===== src/rtl/usb_uart_pkg.sv =====
// Shared register bit positions and FSM encodings for the USB-UART bridge.
package usb_uart_pkg;

  // CTRL register bits
  localparam int unsigned CtrlRxIe  = 0;
  localparam int unsigned CtrlTxIe  = 1;
  localparam int unsigned CtrlRxClr = 6;
  localparam int unsigned CtrlTxClr = 7;

  // STAT register bits
  localparam int unsigned StatRxNe   = 0;
  localparam int unsigned StatRxFull = 1;
  localparam int unsigned StatTxMt   = 2;
  localparam int unsigned StatTxFull = 3;
  localparam int unsigned StatRxOvr  = 4;
  localparam int unsigned StatRxFerr = 5;
  localparam int unsigned StatTxOvf  = 6;
  localparam int unsigned StatTxBusy = 7;

  typedef enum logic [1:0] {
    TxIdle,
    TxStart,
    TxData,
    TxStop
  } tx_state_e;

  typedef enum logic [2:0] {
    RxIdle,
    RxStart,
    RxData,
    RxStop,
    RxWaitHigh
  } rx_state_e;

endpackage


===== src/rtl/fifo_sync.sv =====
// Single-clock FIFO; pointers carry one extra wrap bit to tell full from empty.
module fifo_sync #(
  parameter int unsigned WIDTH = 8,
  parameter int unsigned DEPTH = 16
) (
  input  logic             clk,
  input  logic             resetn,
  input  logic             push_i,
  input  logic             pop_i,
  input  logic             clear_i,
  input  logic [WIDTH-1:0] data_i,
  output logic             full_o,
  output logic             empty_o,
  output logic [WIDTH-1:0] head_o
);

  localparam int unsigned AddrW = $clog2(DEPTH);
  localparam int unsigned PtrW  = AddrW + 1;

  logic [PtrW-1:0]  wptr_q, wptr_d, rptr_q, rptr_d;
  logic [WIDTH-1:0] mem_q [DEPTH];
  logic             do_push, do_pop;

  assign empty_o = (wptr_q == rptr_q);
  assign full_o  = (wptr_q[AddrW] != rptr_q[AddrW]) &&
                   (wptr_q[AddrW-1:0] == rptr_q[AddrW-1:0]);
  assign head_o  = mem_q[rptr_q[AddrW-1:0]];

  // A pop frees a slot, so a push into a full FIFO is accepted in the same cycle.
  assign do_pop  = pop_i & ~empty_o & ~clear_i;
  assign do_push = push_i & (~full_o | do_pop) & ~clear_i;

  // Pointer next-state; clear wins over push/pop.
  always_comb begin
    wptr_d = wptr_q;
    rptr_d = rptr_q;
    if (clear_i) begin
      wptr_d = '0;
      rptr_d = '0;
    end else begin
      if (do_push) wptr_d = wptr_q + PtrW'(1);
      if (do_pop)  rptr_d = rptr_q + PtrW'(1);
    end
  end

  // Pointer registers.
  always_ff @(posedge clk) begin
    if (!resetn) begin
      wptr_q <= '0;
      rptr_q <= '0;
    end else begin
      wptr_q <= wptr_d;
      rptr_q <= rptr_d;
    end
  end

  // Storage write.
  always_ff @(posedge clk) begin
    if (do_push) mem_q[wptr_q[AddrW-1:0]] <= data_i;
  end

endmodule


===== src/rtl/usb_uart.sv =====
// 8N1 UART with RX/TX FIFOs behind a CTRL/STAT/DATA register interface.
module usb_uart
  import usb_uart_pkg::*;
#(
  parameter int unsigned BAUD_DIV   = 417,
  parameter int unsigned FIFO_DEPTH = 16
) (
  input  logic       clk,
  input  logic       resetn,
  input  logic [7:0] reg_d_i,
  output logic [7:0] reg_d_o,
  input  logic       reg_wr_i,
  input  logic       reg_rd_i,
  input  logic       cs_ctrl_i,
  input  logic       cs_stat_i,
  input  logic       cs_data_i,
  input  logic       rx_i,
  output logic       tx_o,
  output logic       irq_o
);

  localparam int unsigned CntW = $clog2(BAUD_DIV);
  localparam logic [CntW-1:0] BitLast  = CntW'(BAUD_DIV - 1);
  localparam logic [CntW-1:0] HalfLast = CntW'(BAUD_DIV / 2 - 1);

  logic ctrl_wr, stat_rd, data_wr, data_rd, rx_clr, tx_clr;
  assign ctrl_wr = reg_wr_i & cs_ctrl_i;
  assign stat_rd = reg_rd_i & cs_stat_i;
  assign data_wr = reg_wr_i & cs_data_i;
  assign data_rd = reg_rd_i & cs_data_i;
  assign rx_clr  = ctrl_wr & reg_d_i[CtrlRxClr];
  assign tx_clr  = ctrl_wr & reg_d_i[CtrlTxClr];

  logic [1:0] ctrl_q;
  logic       rx_ovr_q, rx_ferr_q, tx_ovf_q, irq_q;
  logic       tx_full, tx_empty, tx_pop, rx_full, rx_empty, rx_push, ferr_set;
  logic [7:0] tx_head, rx_head;

  tx_state_e       tx_state_q, tx_state_d;
  logic [CntW-1:0] tx_cnt_q, tx_cnt_d;
  logic [2:0]      tx_bit_q, tx_bit_d;
  logic [7:0]      tx_shift_q, tx_shift_d;
  logic            tx_q, tx_d, tx_done;

  rx_state_e       rx_state_q, rx_state_d;
  logic [CntW-1:0] rx_cnt_q, rx_cnt_d;
  logic [2:0]      rx_bit_q, rx_bit_d;
  logic [7:0]      rx_shift_q, rx_shift_d;
  logic            rx_meta_q, rx_sync_q, rx_prev_q;

  fifo_sync #(.WIDTH(8), .DEPTH(FIFO_DEPTH)) u_tx_fifo (
    .clk     (clk),
    .resetn  (resetn),
    .push_i  (data_wr),
    .pop_i   (tx_pop),
    .clear_i (tx_clr),
    .data_i  (reg_d_i),
    .full_o  (tx_full),
    .empty_o (tx_empty),
    .head_o  (tx_head)
  );

  fifo_sync #(.WIDTH(8), .DEPTH(FIFO_DEPTH)) u_rx_fifo (
    .clk     (clk),
    .resetn  (resetn),
    .push_i  (rx_push),
    .pop_i   (data_rd),
    .clear_i (rx_clr),
    .data_i  (rx_shift_q),
    .full_o  (rx_full),
    .empty_o (rx_empty),
    .head_o  (rx_head)
  );

  // TX next-state: a new byte is popped and loaded on every entry to TxStart.
  always_comb begin
    tx_state_d = tx_state_q;
    tx_bit_d   = tx_bit_q;
    tx_shift_d = tx_shift_q;
    tx_pop     = 1'b0;
    tx_done    = (tx_cnt_q == BitLast);
    tx_cnt_d   = tx_done ? '0 : tx_cnt_q + CntW'(1);
    unique case (tx_state_q)
      TxIdle: begin
        tx_cnt_d = '0;
        if (!tx_empty && !tx_clr) begin
          tx_state_d = TxStart;
          tx_pop     = 1'b1;
          tx_shift_d = tx_head;
        end
      end
      TxStart: if (tx_done) begin
        tx_state_d = TxData;
        tx_bit_d   = '0;
      end
      TxData: if (tx_done) begin
        tx_shift_d = {1'b0, tx_shift_q[7:1]};
        if (tx_bit_q == 3'd7) tx_state_d = TxStop;
        else                  tx_bit_d   = tx_bit_q + 3'd1;
      end
      TxStop: if (tx_done) begin
        if (!tx_empty && !tx_clr) begin
          tx_state_d = TxStart;
          tx_pop     = 1'b1;
          tx_shift_d = tx_head;
        end else begin
          tx_state_d = TxIdle;
        end
      end
      default: tx_state_d = TxIdle;
    endcase
    // Line level is registered from the next state so tx_o never glitches.
    case (tx_state_d)
      TxStart: tx_d = 1'b0;
      TxData:  tx_d = tx_shift_d[0];
      default: tx_d = 1'b1;
    endcase
  end

  // RX next-state: start is qualified at half-bit, then sampled every full bit.
  always_comb begin
    rx_state_d = rx_state_q;
    rx_bit_d   = rx_bit_q;
    rx_shift_d = rx_shift_q;
    rx_cnt_d   = rx_cnt_q + CntW'(1);
    rx_push    = 1'b0;
    ferr_set   = 1'b0;
    unique case (rx_state_q)
      RxIdle: begin
        rx_cnt_d = '0;
        if (rx_prev_q && !rx_sync_q) rx_state_d = RxStart;
      end
      RxStart: if (rx_cnt_q == HalfLast) begin
        rx_cnt_d   = '0;
        rx_bit_d   = '0;
        rx_state_d = rx_sync_q ? RxIdle : RxData;
      end
      RxData: if (rx_cnt_q == BitLast) begin
        rx_cnt_d   = '0;
        rx_shift_d = {rx_sync_q, rx_shift_q[7:1]};
        if (rx_bit_q == 3'd7) rx_state_d = RxStop;
        else                  rx_bit_d   = rx_bit_q + 3'd1;
      end
      RxStop: if (rx_cnt_q == BitLast) begin
        rx_cnt_d = '0;
        if (rx_sync_q) begin
          rx_push    = 1'b1;
          rx_state_d = RxIdle;
        end else begin
          ferr_set   = 1'b1;
          rx_state_d = RxWaitHigh;
        end
      end
      RxWaitHigh: begin
        rx_cnt_d = '0;
        if (rx_sync_q) rx_state_d = RxIdle;
      end
      default: rx_state_d = RxIdle;
    endcase
  end

  // State, datapath, sticky flags and interrupt registers.
  always_ff @(posedge clk) begin
    if (!resetn) begin
      ctrl_q     <= '0;
      rx_ovr_q   <= 1'b0;
      rx_ferr_q  <= 1'b0;
      tx_ovf_q   <= 1'b0;
      irq_q      <= 1'b0;
      tx_state_q <= TxIdle;
      tx_cnt_q   <= '0;
      tx_bit_q   <= '0;
      tx_shift_q <= '0;
      tx_q       <= 1'b1;
      rx_state_q <= RxIdle;
      rx_cnt_q   <= '0;
      rx_bit_q   <= '0;
      rx_shift_q <= '0;
      rx_meta_q  <= 1'b1;
      rx_sync_q  <= 1'b1;
      rx_prev_q  <= 1'b1;
    end else begin
      if (ctrl_wr) ctrl_q <= reg_d_i[1:0];
      // Set beats the read-clear in the same cycle.
      rx_ovr_q   <= (rx_push & rx_full & ~data_rd) | (rx_ovr_q & ~stat_rd);
      rx_ferr_q  <= ferr_set | (rx_ferr_q & ~stat_rd);
      tx_ovf_q   <= (data_wr & tx_full & ~tx_pop) | (tx_ovf_q & ~stat_rd);
      irq_q      <= (ctrl_q[CtrlRxIe] & ~rx_empty) | (ctrl_q[CtrlTxIe] & tx_empty);
      tx_state_q <= tx_state_d;
      tx_cnt_q   <= tx_cnt_d;
      tx_bit_q   <= tx_bit_d;
      tx_shift_q <= tx_shift_d;
      tx_q       <= tx_d;
      rx_state_q <= rx_state_d;
      rx_cnt_q   <= rx_cnt_d;
      rx_bit_q   <= rx_bit_d;
      rx_shift_q <= rx_shift_d;
      rx_meta_q  <= rx_i;
      rx_sync_q  <= rx_meta_q;
      rx_prev_q  <= rx_sync_q;
    end
  end

  // Register read mux.
  always_comb begin
    logic [7:0] stat;
    stat             = '0;
    stat[StatRxNe]   = ~rx_empty;
    stat[StatRxFull] = rx_full;
    stat[StatTxMt]   = tx_empty;
    stat[StatTxFull] = tx_full;
    stat[StatRxOvr]  = rx_ovr_q;
    stat[StatRxFerr] = rx_ferr_q;
    stat[StatTxOvf]  = tx_ovf_q;
    stat[StatTxBusy] = (tx_state_q != TxIdle);
    reg_d_o = 8'h00;
    if (cs_ctrl_i)      reg_d_o = {6'b0, ctrl_q};
    else if (cs_stat_i) reg_d_o = stat;
    else if (cs_data_i) reg_d_o = rx_empty ? 8'h00 : rx_head;
  end

  assign tx_o  = tx_q;
  assign irq_o = irq_q;

endmodule

===== config.mk =====
export PLATFORM = sky130hd
export DESIGN_NAME = usb_uart
export DESIGN_NICKNAME = d
export VERILOG_FILES = /design/src/rtl/usb_uart_pkg.sv /design/src/rtl/fifo_sync.sv /design/src/rtl/usb_uart.sv
export SDC_FILE = /design/constraint.sdc
export NUM_CORES = 1
export LEC_CHECK = 0
export ABC_AREA = 0
export BUFFER_PORTS_ARGS = -buffer_cell sky130_fd_sc_hd__buf_2
export CORE_AREA = 3 3 130 258
export DETAILED_ROUTE_END_ITERATION = 6
export DIE_AREA = 0 0 133 261
export GPL_ROUTABILITY_DRIVEN = 0
export PLACE_DENSITY = 0.59
export SETUP_SLACK_MARGIN = 0.15
export SLEW_MARGIN = 20
export SYNTH_ARGS = -nofsm -noshare
export SYNTH_HDL_FRONTEND = slang
export SYNTH_HIERARCHICAL = 1
export SYNTH_SLANG_ARGS = --single-unit

===== constraint.sdc =====
create_clock -name clk -period 3.5 [get_ports clk]
set_clock_uncertainty 0.15 [all_clocks]
set_input_delay 0.35 -clock clk [delete_from_list [all_inputs] [get_ports clk]]
set_output_delay 0.35 -clock clk [all_outputs]
set_load 0.01 [all_outputs]

==> flow_summary_export.csv <==
group,metric,value,unit
run_status,status,"complete, no violations",
critical_path,cp_top_family,"multiplexers",
clock_tree,cts_tree,"done",
layout,nets,998,
run,maxCapViolCount,0,
detailed_routing,ant_nets,0,
yosys,netlist_area,14200,um^2
layout,antenna_cells,0,
detailed_routing,drc,0,
layout,final_util,50.5,%
timing,fmax,306,MHz
timing,hold_viol,0,
floorplanning,initial_core_util,44.9,%
placed_design,io_buffers,25,
grt,grt_pass1_vias,8013,
floorplanning,row_count,92,
timing,fin_hold_ws,0.0577,ns
power_and_ir_drop,p_sw_share,20.4,%
layout,drive_gt1_share,17.1,%
placed_design,dpl.cell_count,1344,
yosys,ys.flop_type,"edfxtp_1",
layout,layout_commonest_cell,"edfxtp_1",
critical_path,cp.arrival,2.77,ns
layout,area_delta_synth_final,12.6,%
grt,grt.total_usage,18.1,%
floorplanning,die_area,34700,um^2
critical_path,crit_path_top_delay_cell,"mux4_1",
critical_path,path_max_fanout,7,
power_and_ir_drop,ir_drop,0.416,mV
timing,period_needed,3.27,ns
clock_tree,worstSkewPairLatency,0.55,ns
detailed_routing,wl_per_cell,22.1,um
yosys,synth_fp_nets,930,
hold_path,hold_class,"in2reg",
placed_design,post_dp_cell_area,15000,um^2
clock_tree,clockRootBuffer,"clkbuf_16",
floorplanning,ios,26,
timing,finalCritPeriodShare,93.3,%
timing,slew_headroom,46.2,%
critical_path,cp_data_required_time,3.00,ns
timing,setup_viol,0,
power_and_ir_drop,seqPwrFrac,55.7,%
yosys,ys_warn_count,6,
yosys,synth_cell_type_count,66,
floorplanning,coreArea,31700,um^2
timing,drv_slew,0,
grt,grt_overflow,0,
power_and_ir_drop,powerDensity,488,nW/um^2
layout,final_cells,1404,
grt,grt_pass1_wl,47.5,mm
critical_path,critPathKind,"reg2out",
timing,tns,0,ns
detailed_routing,viasPerCell,5.53,
layout,layout_common_cells,"edfxtp_1 (256), dfxtp_1 (81), nor2_1 (77)",
yosys,yosys_register_bits,339,
detailed_routing,vias,7759,
detailed_routing,drt_pre_antenna_iters,4,
yosys,synth_edf_count,256,
layout,design_area,16000,um^2
clock_tree,cts_max_level,1,
placed_design,dpl.hpwl,22.4,mm
yosys,synthArstFlopShare,0,%
detailed_routing,drt-total-wl,31.1,mm
clock_tree,cts_made_buffers,29,
critical_path,path_buf_inv,2,
detailed_routing,first_iter_violations,421,
yosys,synth_cells,891,
critical_path,start_kind,"flip-flop",
power_and_ir_drop,pwr-share-comb,4.0,%
floorplanning,die_width,133,um
power_and_ir_drop,intPower,6.21,mW
critical_path,cp_common_cell,"nor2_1",
power_and_ir_drop,p_leak,5.27,nW
clock_tree,clock_sinks,339,
timing,worstMarginPinSlew,0.806,ns
critical_path,slowest_delay,0.68,ns
grt,grt_max_degree,33,
critical_path,crit_chain,"buf_4 > mux4_1 > mux4_2 > nand2_1 > nor2_1 > a21oi_1 > nor2_1 > buf_2",
floorplanning,fp.dieH,261,um
power_and_ir_drop,p_clk_share,40.4,%
clock_tree,clockBufferDepth,3,
yosys,ys_seq_area_share,65.8,%
clock_tree,clkSlewWorstSetupHoldPaths,0.06,ns
critical_path,end_kind,"primary output",
yosys,avgSynthCellArea,16.0,um^2
timing,rsz0062_at_grt,"yes",
grt,antenna_found_initial,1,
power_and_ir_drop,p_sw,1.59,mW
==> per-layer routing <==
layer / up-vias / routed length (um) / GRT usage, % / part of all wire (%)
li1: 3619 / - / - / -
met1: 3962 / 10100 / 17.2 / 33
met2: 128 / 18800 / 37.7 / 61
met3: 48 / 892 / 2.15 / 2.9
met4: 2 / 1210 / 7.37 / 3.9
met5: - / 13 / 0 / 0.042
==> cell families after synthesis <==
group	Yosys count	synth area share [%]
xor+xnor	34	2.09
fa+ha+maj	23	2.02
mux	84	14.2
compound gates	96	4.60
simple gates	256	8.93
buf+inv	59	2.34
flops	339	65.8
==> area by class of cell <==
class	instances	area, um^2
Clock buffer	41	820
Clock inverter	12	109
Fill cell	2685	15700
Inverter	20	75.1
Multi-Input combinational cell	493	4550
Sequential cell	339	9350
Tap cell	423	529
Timing Repair Buffer	76	563
==> state kept, by name, indices dropped and copies added, names as in the netlist, 8 cells and up, named ones only <==
name / count
tx_shift_q: 8
rx_cnt_q: 9
tx_cnt_q: 9
u_tx_fifo/mem_q: 128
u_rx_fifo/mem_q: 128
rx_shift_q: 8
==> final timing paths <==
kind / depth (start not counted) / slack (ns) / from / end
worst max-delay path: 8 / 0.23 / flip-flop / reg_d_o[3]
worst max register to register: 12 / 0.40 / tx_cnt_q[0]$_SDFF_PP0_ / u_tx_fifo/mem_q[3][5]$_DFFE_PP_
worst min register to register: 1 / 0.26 / rx_meta_q$_SDFF_PN1_ / rx_sync_q$_SDFF_PN1_
worst min-delay path: 1 / 0.06 / reg_d_i[3] / u_tx_fifo/mem_q[0][3]$_DFFE_PP_
==> power by group through the flow <==
stage	logic, mW	clock network, mW	registers, mW
2_1_floorplan	0.202	0	4.42
3_3_place_gp	0.304	0	4.43
3_5_place_dp	0.306	0	4.43
4_1_cts	0.312	3.26	4.34
5_1_grt	0.338	3.40	4.35
6_report	0.308	3.15	4.35
==> synthesized netlist by cell type (10+ instances only) <==
master	count	share of area, %
inv_1	19	0.50
a21oi_1	35	1.2
edfxtp_1	256	54
mux4_2	32	5.1
or3_1	10	0.44
o211ai_1	10	0.53
xor2_1	14	0.86
nor2_1	79	2.1
clkbuf_1	19	0.50
mux4_1	48	8.9
dfxtp_1	83	12
o21ai_0	14	0.49
xnor2_1	20	1.2
nand2_1	54	1.4
ha_1	23	2.0
nor3_1	18	0.63
nand3_1	29	1.0
nand2b_1	15	0.66
==> through the flow <==
stage               setup slack [ns]  power [mW]
floorplan                      0.186        4.62
global placement               0.370        4.74
detailed placement             0.298        4.74
CTS                            0.193        7.91
global route                  0.0978        8.08
finish                         0.234        7.80
==> what timing repair did <==
action / in CTS / in global routing
endpoints found under the setup margin: 8 / 87
pin swaps: 0 / 0
hold buffers: 4 / 0
endpoints found under the hold margin: 5 / 0
cloned: 1 / 0
gates resized for setup: 3 / 5
buffers inserted: 2 / 0
Note: power is estimated with default switching activity, not from simulation.
